[config.mk]
export PLATFORM = sky130hd
export DESIGN_NAME = mem_rr_arbiter_flat
export DESIGN_NICKNAME = d
export VERILOG_FILES = /design/src/rtl/mem_rr_arbiter_if.sv /design/src/rtl/mem_rr_arbiter.sv /design/src/flat_wrapper.sv
export SDC_FILE = /design/constraint.sdc
export NUM_CORES = 1
export LEC_CHECK = 0
export BUFFER_PORTS_ARGS = -buffer_cell sky130_fd_sc_hd__clkbuf_2
export CAP_MARGIN = 25
export CORE_AREA = 4 4 194 196
export CTS_CLUSTER_DIAMETER = 50
export DETAILED_ROUTE_END_ITERATION = 8
export DIE_AREA = 0 0 198 200
export GPL_TIMING_DRIVEN = 0
export SLEW_MARGIN = 20
export SYNTH_ARGS = -nofsm -noshare
export SYNTH_HDL_FRONTEND = slang
export SYNTH_SLANG_ARGS = --single-unit
export TNS_END_PERCENT = 100
[constraint.sdc]
create_clock -name clk -period 2.16 [get_ports clk]
set_input_delay 0.324 -clock clk [delete_from_list [all_inputs] [get_ports clk]]
set_output_delay 0.324 -clock clk [all_outputs]
set_load 0.02 [all_outputs]
[src/rtl/mem_rr_arbiter_if.sv]
// Client-side and memory-side signal bundle for the round-robin memory arbiter.
// The arbiter connects through the slave modport; clients and memory use the master modport.
interface mem_rr_arbiter_if #(
  parameter int unsigned M_WIDTH    = 32,
  parameter int unsigned CLIENT_CNT = 4
);
  localparam int unsigned NB = M_WIDTH / 8;
  localparam int unsigned AW = M_WIDTH - $clog2(NB);

  logic [CLIENT_CNT-1:0]         client_requests;
  logic [CLIENT_CNT*M_WIDTH-1:0] client_addrs_packed;
  logic [CLIENT_CNT-1:0]         client_wes;
  logic [CLIENT_CNT*2-1:0]       client_data_widths_packed;
  logic [CLIENT_CNT*M_WIDTH-1:0] client_data_outs_packed;
  logic [CLIENT_CNT-1:0]         client_readies;
  logic [CLIENT_CNT*M_WIDTH-1:0] client_data_ins_packed;
  logic [AW-1:0]                 mem_addr;
  logic [M_WIDTH-1:0]            mem_data_out;
  logic [NB-1:0]                 mem_we_outs;
  logic [M_WIDTH-1:0]            mem_data_in;

  modport slave (
    input  client_requests, client_addrs_packed, client_wes,
    input  client_data_widths_packed, client_data_outs_packed, mem_data_in,
    output client_readies, client_data_ins_packed, mem_addr, mem_data_out, mem_we_outs
  );

  modport master (
    output client_requests, client_addrs_packed, client_wes,
    output client_data_widths_packed, client_data_outs_packed, mem_data_in,
    input  client_readies, client_data_ins_packed, mem_addr, mem_data_out, mem_we_outs
  );
endinterface

[src/rtl/mem_rr_arbiter.sv]
// Round-robin arbiter sharing one synchronous memory port among CLIENT_CNT clients.
// Each access takes IDLE -> ACCESS -> RESPOND; sub-word accesses are lane-positioned.
module mem_rr_arbiter #(
  parameter int unsigned M_WIDTH    = 32,
  parameter int unsigned CLIENT_CNT = 4
) (
  input logic            clk,
  input logic            rst,
  mem_rr_arbiter_if.slave bus
);
  localparam int unsigned NB   = M_WIDTH / 8;
  localparam int unsigned OFFW = $clog2(NB);
  localparam int unsigned AW   = M_WIDTH - OFFW;
  localparam int unsigned IW   = (CLIENT_CNT > 1) ? $clog2(CLIENT_CNT) : 1;

  typedef enum logic [1:0] {IDLE, ACCESS, RESPOND} state_e;

  state_e                state_q, state_d;
  logic [IW-1:0]         grant_q, grant_d, last_q, last_d;
  logic                  we_q, we_d;
  logic [OFFW-1:0]       off_q, off_d;
  logic [1:0]            width_q, width_d;
  logic [AW-1:0]         mem_addr_q, mem_addr_d;
  logic [M_WIDTH-1:0]    mem_data_q, mem_data_d;
  logic [NB-1:0]         mem_we_q, mem_we_d;
  logic [CLIENT_CNT-1:0] readies_q, readies_d;

  logic                  req_any;
  logic [IW-1:0]         win, idx;
  logic [M_WIDTH-1:0]    sel_addr, sel_data, rdata;
  logic                  sel_we;
  logic [1:0]            sel_w;
  logic [OFFW-1:0]       sel_off;
  logic [CLIENT_CNT*M_WIDTH-1:0] data_ins;

  // Lowest lane touched: 16-bit ignores addr[0], 32-bit ignores addr[1:0]
  function automatic logic [OFFW-1:0] lane_off(input logic [OFFW-1:0] a, input logic [1:0] w);
    case (w)
      2'b00:   return a;
      2'b01:   return a & ~OFFW'(1);
      default: return a & ~OFFW'(3);
    endcase
  endfunction

  function automatic logic [M_WIDTH-1:0] width_mask(input logic [1:0] w);
    case (w)
      2'b00:   return M_WIDTH'(32'h0000_00FF);
      2'b01:   return M_WIDTH'(32'h0000_FFFF);
      default: return M_WIDTH'(32'hFFFF_FFFF);
    endcase
  endfunction

  function automatic logic [NB-1:0] byte_mask(input logic [1:0] w);
    case (w)
      2'b00:   return NB'(4'b0001);
      2'b01:   return NB'(4'b0011);
      default: return NB'(4'b1111);
    endcase
  endfunction

  // Round-robin pick starting after the last grant, then mux out the winner's request
  always_comb begin
    req_any  = 1'b0;
    win      = '0;
    idx      = '0;
    sel_addr = '0;
    sel_data = '0;
    sel_we   = 1'b0;
    sel_w    = '0;
    for (int unsigned k = 0; k < CLIENT_CNT; k++) begin
      idx = IW'((32'(last_q) + 32'd1 + k) % CLIENT_CNT);
      if (!req_any && bus.client_requests[idx]) begin
        req_any = 1'b1;
        win     = idx;
      end
    end
    for (int unsigned i = 0; i < CLIENT_CNT; i++) begin
      if (IW'(i) == win) begin
        sel_addr = bus.client_addrs_packed[i*M_WIDTH +: M_WIDTH];
        sel_data = bus.client_data_outs_packed[i*M_WIDTH +: M_WIDTH];
        sel_we   = bus.client_wes[i];
        sel_w    = bus.client_data_widths_packed[i*2 +: 2];
      end
    end
    sel_off = lane_off(OFFW'(sel_addr), sel_w);
  end

  always_comb begin
    state_d    = state_q;
    grant_d    = grant_q;
    last_d     = last_q;
    we_d       = we_q;
    off_d      = off_q;
    width_d    = width_q;
    mem_addr_d = mem_addr_q;
    mem_data_d = '0;
    mem_we_d   = '0;
    readies_d  = '0;
    case (state_q)
      IDLE: begin
        mem_addr_d = '0;
        if (req_any) begin
          state_d    = ACCESS;
          grant_d    = win;
          last_d     = win;
          we_d       = sel_we;
          off_d      = sel_off;
          width_d    = sel_w;
          mem_addr_d = AW'(sel_addr >> OFFW);
          mem_data_d = (sel_data & width_mask(sel_w)) << (32'(sel_off) * 8);
          mem_we_d   = sel_we ? NB'(byte_mask(sel_w) << sel_off) : '0;
        end
      end
      ACCESS: begin
        state_d   = RESPOND;
        readies_d = CLIENT_CNT'(1) << grant_q;
      end
      RESPOND: begin
        state_d    = IDLE;
        mem_addr_d = '0;
      end
      default: begin
        state_d    = IDLE;
        mem_addr_d = '0;
      end
    endcase
  end

  always_ff @(posedge clk) begin
    if (rst) begin
      state_q    <= IDLE;
      grant_q    <= '0;
      last_q     <= IW'(CLIENT_CNT - 1);
      we_q       <= 1'b0;
      off_q      <= '0;
      width_q    <= '0;
      mem_addr_q <= '0;
      mem_data_q <= '0;
      mem_we_q   <= '0;
      readies_q  <= '0;
    end else begin
      state_q    <= state_d;
      grant_q    <= grant_d;
      last_q     <= last_d;
      we_q       <= we_d;
      off_q      <= off_d;
      width_q    <= width_d;
      mem_addr_q <= mem_addr_d;
      mem_data_q <= mem_data_d;
      mem_we_q   <= mem_we_d;
      readies_q  <= readies_d;
    end
  end

  // Read data arrives from memory during RESPOND, so it is steered straight through
  always_comb begin
    rdata    = (bus.mem_data_in >> (32'(off_q) * 8)) & width_mask(width_q);
    data_ins = '0;
    for (int unsigned i = 0; i < CLIENT_CNT; i++) begin
      if (state_q == RESPOND && !we_q && IW'(i) == grant_q) begin
        data_ins[i*M_WIDTH +: M_WIDTH] = rdata;
      end
    end
  end

  assign bus.client_readies         = readies_q;
  assign bus.client_data_ins_packed = data_ins;
  assign bus.mem_addr               = mem_addr_q;
  assign bus.mem_data_out           = mem_data_q;
  assign bus.mem_we_outs            = mem_we_q;
endmodule

[src/flat_wrapper.sv]
// flat-port wrapper written by rule: the top's interface ports become plain ports
module mem_rr_arbiter_flat 
#(
  parameter int unsigned M_WIDTH    = 32,
  parameter int unsigned CLIENT_CNT = 4
)
  (clk, rst, bus_client_requests, bus_client_addrs_packed, bus_client_wes, bus_client_data_widths_packed, bus_client_data_outs_packed, bus_mem_data_in, bus_client_readies, bus_client_data_ins_packed, bus_mem_addr, bus_mem_data_out, bus_mem_we_outs);
  mem_rr_arbiter_if #(.M_WIDTH(M_WIDTH), .CLIENT_CNT(CLIENT_CNT)) bus_i ();
  input logic clk;
  input logic rst;
  input wire logic [$bits(bus_i.client_requests)-1:0] bus_client_requests;
  input wire logic [$bits(bus_i.client_addrs_packed)-1:0] bus_client_addrs_packed;
  input wire logic [$bits(bus_i.client_wes)-1:0] bus_client_wes;
  input wire logic [$bits(bus_i.client_data_widths_packed)-1:0] bus_client_data_widths_packed;
  input wire logic [$bits(bus_i.client_data_outs_packed)-1:0] bus_client_data_outs_packed;
  input wire logic [$bits(bus_i.mem_data_in)-1:0] bus_mem_data_in;
  output wire logic [$bits(bus_i.client_readies)-1:0] bus_client_readies;
  output wire logic [$bits(bus_i.client_data_ins_packed)-1:0] bus_client_data_ins_packed;
  output wire logic [$bits(bus_i.mem_addr)-1:0] bus_mem_addr;
  output wire logic [$bits(bus_i.mem_data_out)-1:0] bus_mem_data_out;
  output wire logic [$bits(bus_i.mem_we_outs)-1:0] bus_mem_we_outs;
  assign bus_i.client_requests = bus_client_requests;
  assign bus_i.client_addrs_packed = bus_client_addrs_packed;
  assign bus_i.client_wes = bus_client_wes;
  assign bus_i.client_data_widths_packed = bus_client_data_widths_packed;
  assign bus_i.client_data_outs_packed = bus_client_data_outs_packed;
  assign bus_i.mem_data_in = bus_mem_data_in;
  assign bus_client_readies = bus_i.client_readies;
  assign bus_client_data_ins_packed = bus_i.client_data_ins_packed;
  assign bus_mem_addr = bus_i.mem_addr;
  assign bus_mem_data_out = bus_i.mem_data_out;
  assign bus_mem_we_outs = bus_i.mem_we_outs;
  mem_rr_arbiter #(.M_WIDTH(M_WIDTH), .CLIENT_CNT(CLIENT_CNT)) u_core (.clk(clk), .rst(rst), .bus(bus_i));
endmodule
* Word-level counts from Yosys, hierarchy flattened
Cells that the tools add are included.
** Storage, ports and cells
- Flip-flop bits (word level) :: 81
- Output and inout port bits :: 198
- Word-level logic and storage cells :: 108
** Cells by class
- Add/subtract/negate cells :: 4
- Order comparisons :: 4
- Equality and inequality tests :: 11
- Shift operators :: 4
- Multiplexer cells :: 48
- Bitwise gates (word level) :: 6
- Reduce and logical (&&, ||, !) cells :: 21
** Operators by type and width (number)
- 32-bit 2-to-1 mux :: 14
- 32-bit case mux with 2 select lines :: 2
- 32-bit bitwise AND :: 2
- 30-bit case mux with 2 select lines :: 1
- 32-bit by 5-bit left shift with 32-bit output :: 1
- 32-bit by 5-bit right shift with 32-bit output :: 1
- 30-bit 2-to-1 mux :: 1
- 2-bit 2-to-1 mux :: 9
- 2-bit by 3-bit < comparator with 1-bit output, second input constant :: 4
- 1-bit 2-to-1 mux :: 12
- 2-bit zero test :: 5
- 1-bit binary-select mux with 2-bit select :: 4
- 2-bit equality test, first input constant :: 4
- 1-bit logical AND :: 8
- 4-bit 2-to-1 mux :: 2
- 2-bit case mux with 2 select lines :: 2
- 4-bit case mux with 2 select lines :: 1
- 2-bit by 1-bit equality test with 1-bit output, second input constant :: 3
- 2-bit by 1-bit adder with 2-bit output, second input constant :: 2
- 2-bit adder, second input constant :: 2
- 1-bit by 2-bit equality test with 1-bit output, first input constant :: 2
- 1-bit zero test :: 4
- 1-bit inverter :: 4
- 4-bit OR reduction :: 1
- 7 further kinds :: 7

* Depth between registers and ports, before layout
Gate-level depths: netlist (run 1).
- Word-level depth :: 24
- Mapped depth :: 10
- Depth with buffers taken out :: 7

* Worst setup path before layout (run 1)
OpenSTA, ideal clock, no wires.
- Path type :: register to output
- Start point :: register u_core.off_q[1]
- End point :: output bus_client_data_ins_packed[39]
- Data arrival time :: 1.895 ns
- Data required time :: 1.836 ns
- Slack :: -0.059 ns
- Cell stages (with the launch flop) :: 6
- Buffers on the path :: 2
- Cell sequence :: dfxtp_1 -> clkbuf_1 -> clkbuf_1 -> mux2_2 -> o21ai_0 -> nor2_1
** On the way
- Longest elaborated chain between the ends :: 3
** Ends and longest elaborated chain
- start: declaration :: line mem_rr_arbiter.sv:21 : logic [OFFW-1:0] off_q, off_d;
- start signal: assignment :: line mem_rr_arbiter.sv:135 : off_q <= '0;
- start signal: assignment :: line mem_rr_arbiter.sv:146 : off_q <= off_d;
- 32-bit by 5-bit right shift with 32-bit output :: line mem_rr_arbiter.sv:157 : rdata = (bus.mem_data_in >> (32'(off_q) * 8)) & width_mask(width_q);
- 32-bit bitwise AND :: line mem_rr_arbiter.sv:157
- 32-bit 2-to-1 mux :: line mem_rr_arbiter.sv:160 : if (state_q == RESPOND && !we_q && IW'(i) == grant_q) begin
- end: declaration :: line flat_wrapper.sv:18 : output wire logic [$bits(bus_i.client_data_ins_packed)-1:0] bus_client_data_ins_packed;
Every way passes these cells.

* Final worst setup path (run 1)
- Start point :: register u_core.last_q[1]
- End point :: register u_core.mem_data_q[27] (netlist: u_core.bus.mem_data_out[27])
** On the way
- Longest elaborated chain between the ends :: 24
- Elaborated cells on any way between the ends :: 52
** Ends and longest elaborated chain
- start: declaration :: line mem_rr_arbiter.sv:19 : logic [IW-1:0] grant_q, grant_d, last_q, last_d;
- start signal: assignment :: line mem_rr_arbiter.sv:133 : last_q <= IW'(CLIENT_CNT - 1);
- start signal: assignment :: line mem_rr_arbiter.sv:144 : last_q <= last_d;
- 2-bit by 1-bit adder with 2-bit output (*) :: line mem_rr_arbiter.sv:71 : idx = IW'((32'(last_q) + 32'd1 + k) % CLIENT_CNT);
- branches (longest 23 deep; another with 2-bit by 1-bit adder with 2-bit output)
- end signal: assignment :: line mem_rr_arbiter.sv:149 : mem_data_q <= mem_data_d;
- end: declaration :: line mem_rr_arbiter.sv:24 : logic [M_WIDTH-1:0] mem_data_q, mem_data_d;
Mark *: on every way between the ends. The select of a mux whose other input is x is not followed.
A chain may end at the register's enable or synchronous reset.

==> results of run 1 <==
[worst paths after layout]
check / start / depth (start not counted) / endpoint / slack, ns
worst max-delay path: u_core.last_q[1]$_SDFFE_PP1P_ / 10 / u_core.bus.mem_data_out[27]$_SDFF_PP0_ / -0.28
worst min register to register: u_core.bus.mem_addr[27]$_SDFFE_PP0P_ / 1 / u_core.bus.mem_addr[27]$_SDFFE_PP0P_ / 0.48
worst max register to register: u_core.last_q[1]$_SDFFE_PP1P_ / 10 / u_core.bus.mem_data_out[27]$_SDFF_PP0_ / -0.28
worst min-delay path: bus_client_data_outs_packed[24] / 5 / u_core.bus.mem_data_out[24]$_SDFF_PP0_ / 0.36
[synthesized netlist by cell type, types with 2 or more instances]
master	count	area (um^2)
buf_2	13	65.1
mux2i_4	2	45.0
nand3b_1	3	22.5
buf_6	2	22.5
nor3b_1	2	15.0
a211o_1	2	17.5
mux2_2	26	293
a21oi_2	2	17.5
a211oi_1	48	360
mux2i_1	41	410
nand2_1	188	706
and3b_1	2	17.5
nor2b_1	5	31.3
a22o_1	38	333
nor2_1	165	619
o21ai_0	26	130
nand3_1	10	50.1
mux2i_2	2	27.5
o22ai_1	8	50.1
and2_1	49	307
dfxtp_1	81	1620
buf_1	9	33.8
inv_1	8	30.0
clkbuf_1	44	165
buf_4	2	15.0
a31oi_1	47	294
a21oi_1	9	45.0
[area by class of cell]
| cell class | instances | area [um^2] | area share [%] |
|---|---|---|---|
| clock inverter | 5 | 104 | 0.887 |
| timing repair buffer | 555 | 3280 | 28.0 |
| tap | 468 | 586 | 5.00 |
| sequential | 81 | 1640 | 14.0 |
| antenna | 3 | 7.51 | 0.0641 |
| multi-input combinational | 690 | 5030 | 43.0 |
| clock buffer | 10 | 239 | 2.04 |
| buffer | 66 | 793 | 6.78 |
| inverter | 8 | 30.0 | 0.256 |
[flip-flops by register name (all words and copies together), names as in the netlist]
name	count
u_core.state_q	2
u_core.bus.client_readies	4
u_core.bus.mem_data_out	32
u_core.last_q	2
u_core.width_q	2
u_core.bus.mem_addr	30
u_core.we_q	1
u_core.grant_q	2
u_core.bus.mem_we_outs	4
u_core.off_q	2
[critical path, cell delays in order (launching register included)]
cell and delay (ns):
dfxtp_4 0.37, and3b_2 0.23, o32a_1 0.31, buf_6 0.16, buf_12 0.15, buf_12 0.15
buf_12 0.16, a211oi_4 0.27, a31oi_2 0.11, mux2i_4 0.27, o22ai_1 0.11
[cell usage in the layout (no fill, tap or decap), drive strengths merged]
| cell type | instances |
|---|---|
| bufinv | 3 |
| diode | 3 |
| or2 | 1 |
| and2 | 49 |
| nor3b | 2 |
| o32a | 1 |
| o21bai | 1 |
| clkbuf | 484 |
| a211o | 2 |
| and3 | 1 |
| a211oi | 48 |
| o32ai | 1 |
| o221a | 1 |
| nand3b | 3 |
| o21ai | 27 |
| dfxtp | 81 |
| a21oi | 12 |
| nor2b | 5 |
| nor3 | 2 |
| o22ai | 8 |
| nand2 | 188 |
| mux2 | 28 |
| a21o | 1 |
| and3b | 2 |
| buf | 147 |
| nor2 | 166 |
| mux2i | 45 |
| inv | 8 |
| clkinv | 2 |
| nand3 | 11 |
| a22o | 38 |
| a31oi | 47 |
[power groups by stage]
stage	logic (mW)	registers (mW)	clock network (mW)
global route	4.64	1.84	1.94
finish	4.37	1.82	1.83
global placement	3.02	1.83	0
detailed placement	3.04	1.84	0
floorplan	1.52	2.04	0
CTS	3.87	1.82	1.89
[cells by family after synthesis]
logic type	after synthesis	synth area share, %
compound gates	187	22.4
buf+inv	79	5.86
mux	72	13.4
simple gates	430	31.0
flops	81	27.4
[per-layer routing]
metal / routed length [um] / vias up
met5: 0 / -
met4: 1040 / 0
met3: 2360 / 39
met2: 20000 / 395
met1: 15400 / 3959
li1: - / 4046
[through the flow]
stage / setup WS (ns) / hold WS [ns]
global placement: -1.28 / 0.444
global route: -0.328 / 0.374
floorplan: 0.0462 / 0.432
CTS: -0.283 / 0.349
finish: -0.284 / 0.360
detailed placement: -1.31 / 0.449
[what timing repair did]
| action | CTS | global route |
|---|---|---|
| setup endpoints to repair | 202 | 195 |
| resized for setup | 278 | 257 |
| pin swaps | 30 | 37 |
| buffers inserted | 26 | 18 |
| gates cloned | 2 | 7 |
| endpoints found under the hold margin | 0 | 0 |
==> run_results.csv, run 1 <==
group,metric,value,unit
run_status,status,"finished with violations",
run_status,failed_checks,"setup timing",
route,vias,8439,
logic_synthesis,synth_cells,849,
logic_synthesis,yosysSeqAreaShare,27.4,%
logic_synthesis,ys_ff_latch,81,
clock_tree,tritoncts,"done",
placed_design,gp_congestion,0.897,
logic_synthesis,synth_nets,1155,
pwr,peakVddDrop,0.387,mV
floorplan,dieArea,0.0396,mm^2
sta,worst_pin_slew,0.846,ns
grt,grt_pass1_vias,8199,
sta,finClkSkew,0.00932,ns
sta,finalSetupViolCount,47,
clock_tree,cts_made_buffers,9,
clock_tree,ctsHoldBuffers,0,
floorplan,core_area,0.0361,mm^2
clock_tree,path_clk_slew,0.06,ns
logic_synthesis,synth_flop_cell,"dfxtp_1",
floorplan,die_y,200,um
floorplan,rows,70,
pwr,switching_power,3.24,mW
floorplan,start_util,16.4,%
placed_design,place_hpwl,31300,um
placed_design,place_area,0.00903,mm^2
sta,fmax,409,MHz
pwr,switching_share,40.4,%
grt,grt.busiest_layer,"met2",
grt,grt_util_met3,2.97,%
placed_design,dp_cells,1821,
clock_tree,clock_tree.htree_level_count,3,
route,drt-total-wl,38800,um
grt,use_met1,20.9,%
layout,drive_above_1_share,58.7,%
sta,fin_tns_setup,-6.00,ns
grt,track_usage,17.7,%
sta,fin_crit,2.44,ns
sta,rsz0062_at_grt,"true",
clock_tree,cts_sinks,81,
logic_synthesis,yosys_warnings,0,
critical_path,critical_path.max_fanout,10,
layout,area_growth,97.9,%
pwr,p_leak,5.48,nW
layout,nets,1717,
grt,grt-ovfl-total,0,
pwr,total_power,8.02,mW
placed_design,port_buffers,503,
critical_path,end_kind,"register",
critical_path,worstSetupPathType,"reg -> reg",
route,wl_per_cell,20.6,um
route,drc,0,
clock_tree,clock_path_buffers,2,
logic_synthesis,synth.avg_cell_area,6.97,um^2
logic_synthesis,async_flop_share,0,%
grt,grt_max_degree,14,
layout,final_cells,1886,
logic_synthesis,synth_edf_count,0,
route,drtPass1Iterations,4,
grt,grt_pass1_wl,51700,um
floorplan,ioPinCount,504,
sta,fin_ws,-0.284,ns
grt,antenna_found_initial,3,
pwr,p_seq_share,22.7,%
layout,postLayoutCoreUtil,32.4,%
route,final_antenna_net_count,0,
pwr,power.internal,4.78,mW
clock_tree,cts_root_buffer,"clkbuf_16",
clock_tree,clk_latency,0.35,ns
pwr,clockPowerShare,22.9,%
sta,period_share,113,%
logic_synthesis,syn_area,0.00592,mm^2
route,via_per_inst,4.47,
sta,hold_viol_final,0,
layout,final_area,0.0117,mm^2
job,drv_cap,0,
logic_synthesis,ys_types,42,
critical_path,arrival,2.66,ns
sta,slew_viol_final,0,
layout,nFillCells,3834,
critical_path,required,2.37,ns
floorplan,dieWidth,198,um
pwr,pwr_density_cell,685,mW/mm^2
grt,grtUsageMet2,32.6,%
worst_hold_path,hp-class,"in -> reg",
sta,slew_headroom,43.3,%
route,drt-initial-drc-count,326,
critical_path,startpoint_type,"register",
pwr,pwr-share-comb,54.5,%
No activity file was read; power rests on OpenSTA's default activity.
==> run 2, diff against run 1 <==
--- a/config.mk
+++ b/config.mk
@@ -8,6 +8,7 @@
 export BUFFER_PORTS_ARGS = -buffer_cell sky130_fd_sc_hd__clkbuf_2
 export CAP_MARGIN = 25
 export CORE_AREA = 4 4 194 196
+export CTS_BUF_LIST = sky130_fd_sc_hd__clkbuf_2
 export CTS_CLUSTER_DIAMETER = 50
 export DETAILED_ROUTE_END_ITERATION = 8
 export DIE_AREA = 0 0 198 200
==> run 2 against run 1 <==
Against the previous run: the flow still finishes with violations (setup timing); combinational power grew 7.3%; global-route usage is 0.46 points higher; largest cell class unchanged; sequential share of layout area down 1.8 points; clock-buffer cell count down 1; register-to-register slack got worse by 0.03 ns; die area unchanged; maximum frequency shrank 1.2%; clock power fell by 40%; first-iteration DRC count down 24%; via count is 4.4% higher; worst hold slack got worse by 0.27 ns; flip-flop and latch count stayed put.
==> run_results.csv, run 2 (same netlist as run 1, synthesis figures left out) <==
group,metric,value,unit
sta,finClkSkew,0.0448,ns
grt,track_usage,18.2,%
route,vias,8807,
sta,fmax,404,MHz
placed_design,gp_congestion,0.897,
route,final_antenna_net_count,0,
clock_tree,cts_root_buffer,"clkbuf_2",
clock_tree,clock_path_buffers,2,
floorplan,dieArea,0.0396,mm^2
layout,final_common_cell,"clkbuf_2",
floorplan,die_y,200,um
worst_hold_path,hp-class,"in -> reg",
route,wl_per_cell,22.0,um
layout,layout_common_cells,"clkbuf_2 (386), nand2_1 (142), buf_6 (100)",
clock_tree,clk_latency,0.62,ns
route,drc,0,
critical_path,arrival,2.97,ns
route,drt-total-wl,42200,um
floorplan,ioPinCount,504,
pwr,pwr_density_cell,563,mW/mm^2
pwr,peakVddDrop,0.284,mV
sta,finalSetupViolCount,196,
layout,drive_above_1_share,66.3,%
clock_tree,clock_tree.htree_level_count,3,
floorplan,core_area,0.0361,mm^2
layout,nets,1746,
layout,final_area,0.0135,mm^2
critical_path,required,2.66,ns
placed_design,place_area,0.00903,mm^2
sta,fin_crit,2.47,ns
grt,antenna_found_initial,4,
clock_tree,tritoncts,"done",
grt,grt_pass1_vias,8535,
sta,hold_viol_final,0,
sta,worst_pin_slew,0.716,ns
route,drtPass1Iterations,4,
clock_tree,path_clk_slew,0.24,ns
critical_path,worst_r2r_path_depth,10,
critical_path,worstReg2RegStart,"u_core.last_q[1]$_SDFFE_PP1P_",
pwr,total_power,7.60,mW
worst_hold_path,worstHoldStart,"bus_client_data_outs_packed[88]",
critical_path,critPathTopFamily,"compound AO/OA/AOI/OAI gates",
job,drv_cap,0,
sta,slew_headroom,52.0,%
layout,largest_reg_flops,32,
sta,slew_viol_final,0,
floorplan,rows,70,
worst_hold_path,whs_path_depth,5,
critical_path,end_kind,"register",
sta,rsz0062_at_grt,"true",
critical_path,cp_slowest_cell,"dfxtp_4",
placed_design,place_hpwl,31300,um
placed_design,port_buffers,503,
grt,grt_max_degree,14,
grt,grt_pass1_wl,53300,um
critical_path,slowest_delay,0.43,ns
critical_path,cp_num_buf_inv,4,
sta,period_share,115,%
floorplan,start_util,16.4,%
clock_tree,cts_sinks,81,
critical_path,worstSetupPathType,"reg -> reg",
clock_tree,cts_made_buffers,9,
critical_path,startpoint_type,"register",
run_status,status,"finished with violations",
route,via_per_inst,4.60,
layout,nFillCells,3576,
floorplan,dieWidth,198,um
critical_path,critical_path.max_fanout,10,
critical_path,rr_endpoint,"u_core.bus.mem_data_out[24]$_SDFF_PP0_",
layout,area_growth,128,%
sta,fin_ws,-0.314,ns
pwr,p_leak,5.89,nW
route,drt-initial-drc-count,248,
critical_path,path_cells,"and3b_2 -> o32a_1 -> buf_6 -> buf_12 -> buf_8 -> buf_12 -> a211oi_1 -> a31oi_1 -> mux2i_4 -> o22ai_1",
critical_path,cp_common_cell,"buf_12",
worst_hold_path,min_to,"u_core.bus.mem_data_out[24]$_SDFF_PP0_",
grt,grt-ovfl-total,0,
run_status,failed_checks,"setup timing",
critical_path,rrSetupSlack,-0.31,ns
[run 2: cell types whose count changed in the layout (fill, tap and decap cells not counted), moves of 12 or more]
cell and change:
buf_2 -12, buf_6 +72, buf_8 +23, clkbuf_2 -60, dlygate4sd3_1 +14, nand2_1 -28, nand2_4 +13, nor2_1 -76
nor2_4 +86
[run 2: power by group]
group / switching, mW / internal [mW] / leakage (nW)
registers: 0.116 / 1.70 / 0.669
logic: 2.66 / 2.03 / 5.13
clock network: 0.604 / 0.489 / 0.0894
[run 2: repair_timing]
| action | 4_1_cts | 5_1_grt |
|---|---|---|
| cloned | 6 | 9 |
| setup buffers | 32 | 23 |
| endpoints found under the hold margin | 10 | 0 |
| setup endpoints to repair | 202 | 201 |
| resized for setup | 430 | 612 |
| hold buffers | 14 | 0 |
| pin swaps | 49 | 94 |
[run 2: cell type report]
type	instances	area (um^2)	area share, %
diodes	3	7.51	0.0556
clock buffers	9	45.0	0.334
multi-input cells	690	6010	44.5
clock inverters	6	108	0.797
inverters	8	30.0	0.222
well taps	468	586	4.34
repair buffers	587	4280	31.7
plain buffers	63	792	5.87
flip-flops and latches	81	1640	12.2
[run 2: worst max-delay path by stage]
| stage | start | endpoint | slack (ns) | depth (start not counted) |
|---|---|---|---|---|
| 6_report | u_core.last_q[1]$_SDFFE_PP1P_ | u_core.bus.mem_data_out[24]$_SDFF_PP0_ | -0.31 | 10 |
| 5_1_grt | u_core.off_q[1]$_SDFFE_PP0P_ | bus_client_data_ins_packed[76] | -0.44 | 7 |
| 4_1_cts | u_core.off_q[1]$_SDFFE_PP0P_ | bus_client_data_ins_packed[40] | -0.33 | 7 |
| 3_5_place_dp | bus_client_requests[3] | u_core.bus.mem_we_outs[3]$_SDFF_PP0_ | -1.31 | 9 |
| 3_3_place_gp | bus_client_requests[3] | u_core.bus.mem_we_outs[3]$_SDFF_PP0_ | -1.28 | 9 |
| 2_1_floorplan | u_core.last_q[1]$_SDFFE_PP1P_ | u_core.bus.mem_data_out[24]$_SDFF_PP0_ | 0.05 | 10 |
[run 2: layer usage]
layer	part of all wire [%]	global-route usage, %	vias up
met5	0	0	-
met4	2.9	5.20	0
met2	53	34.3	442
li1	-	-	4119
met3	6.0	3.39	66
met1	38	20.8	4180
[run 2: worst min-delay path: stages]
cell and delay, ns:
clkbuf_2 0.09, nand2_1 0.05, nand3_1 0.06, o21ai_0 0.07
o22ai_1 0.07
[run 2: metrics by stage]
stage               setup TNS (ns)  std cells  setup slack (ns)  hold WS, ns  util, %
finish                      -32.98       1915            -0.314       0.0907     37.4
global route                -59.94       1914            -0.439       0.0274     37.4
CTS                         -46.74       1884            -0.327     0.000162     31.3
detailed placement          -95.90       1821             -1.31        0.449     25.0
global placement            -89.83       1820             -1.28        0.444     25.0
floorplan                        0        849            0.0462        0.432        -
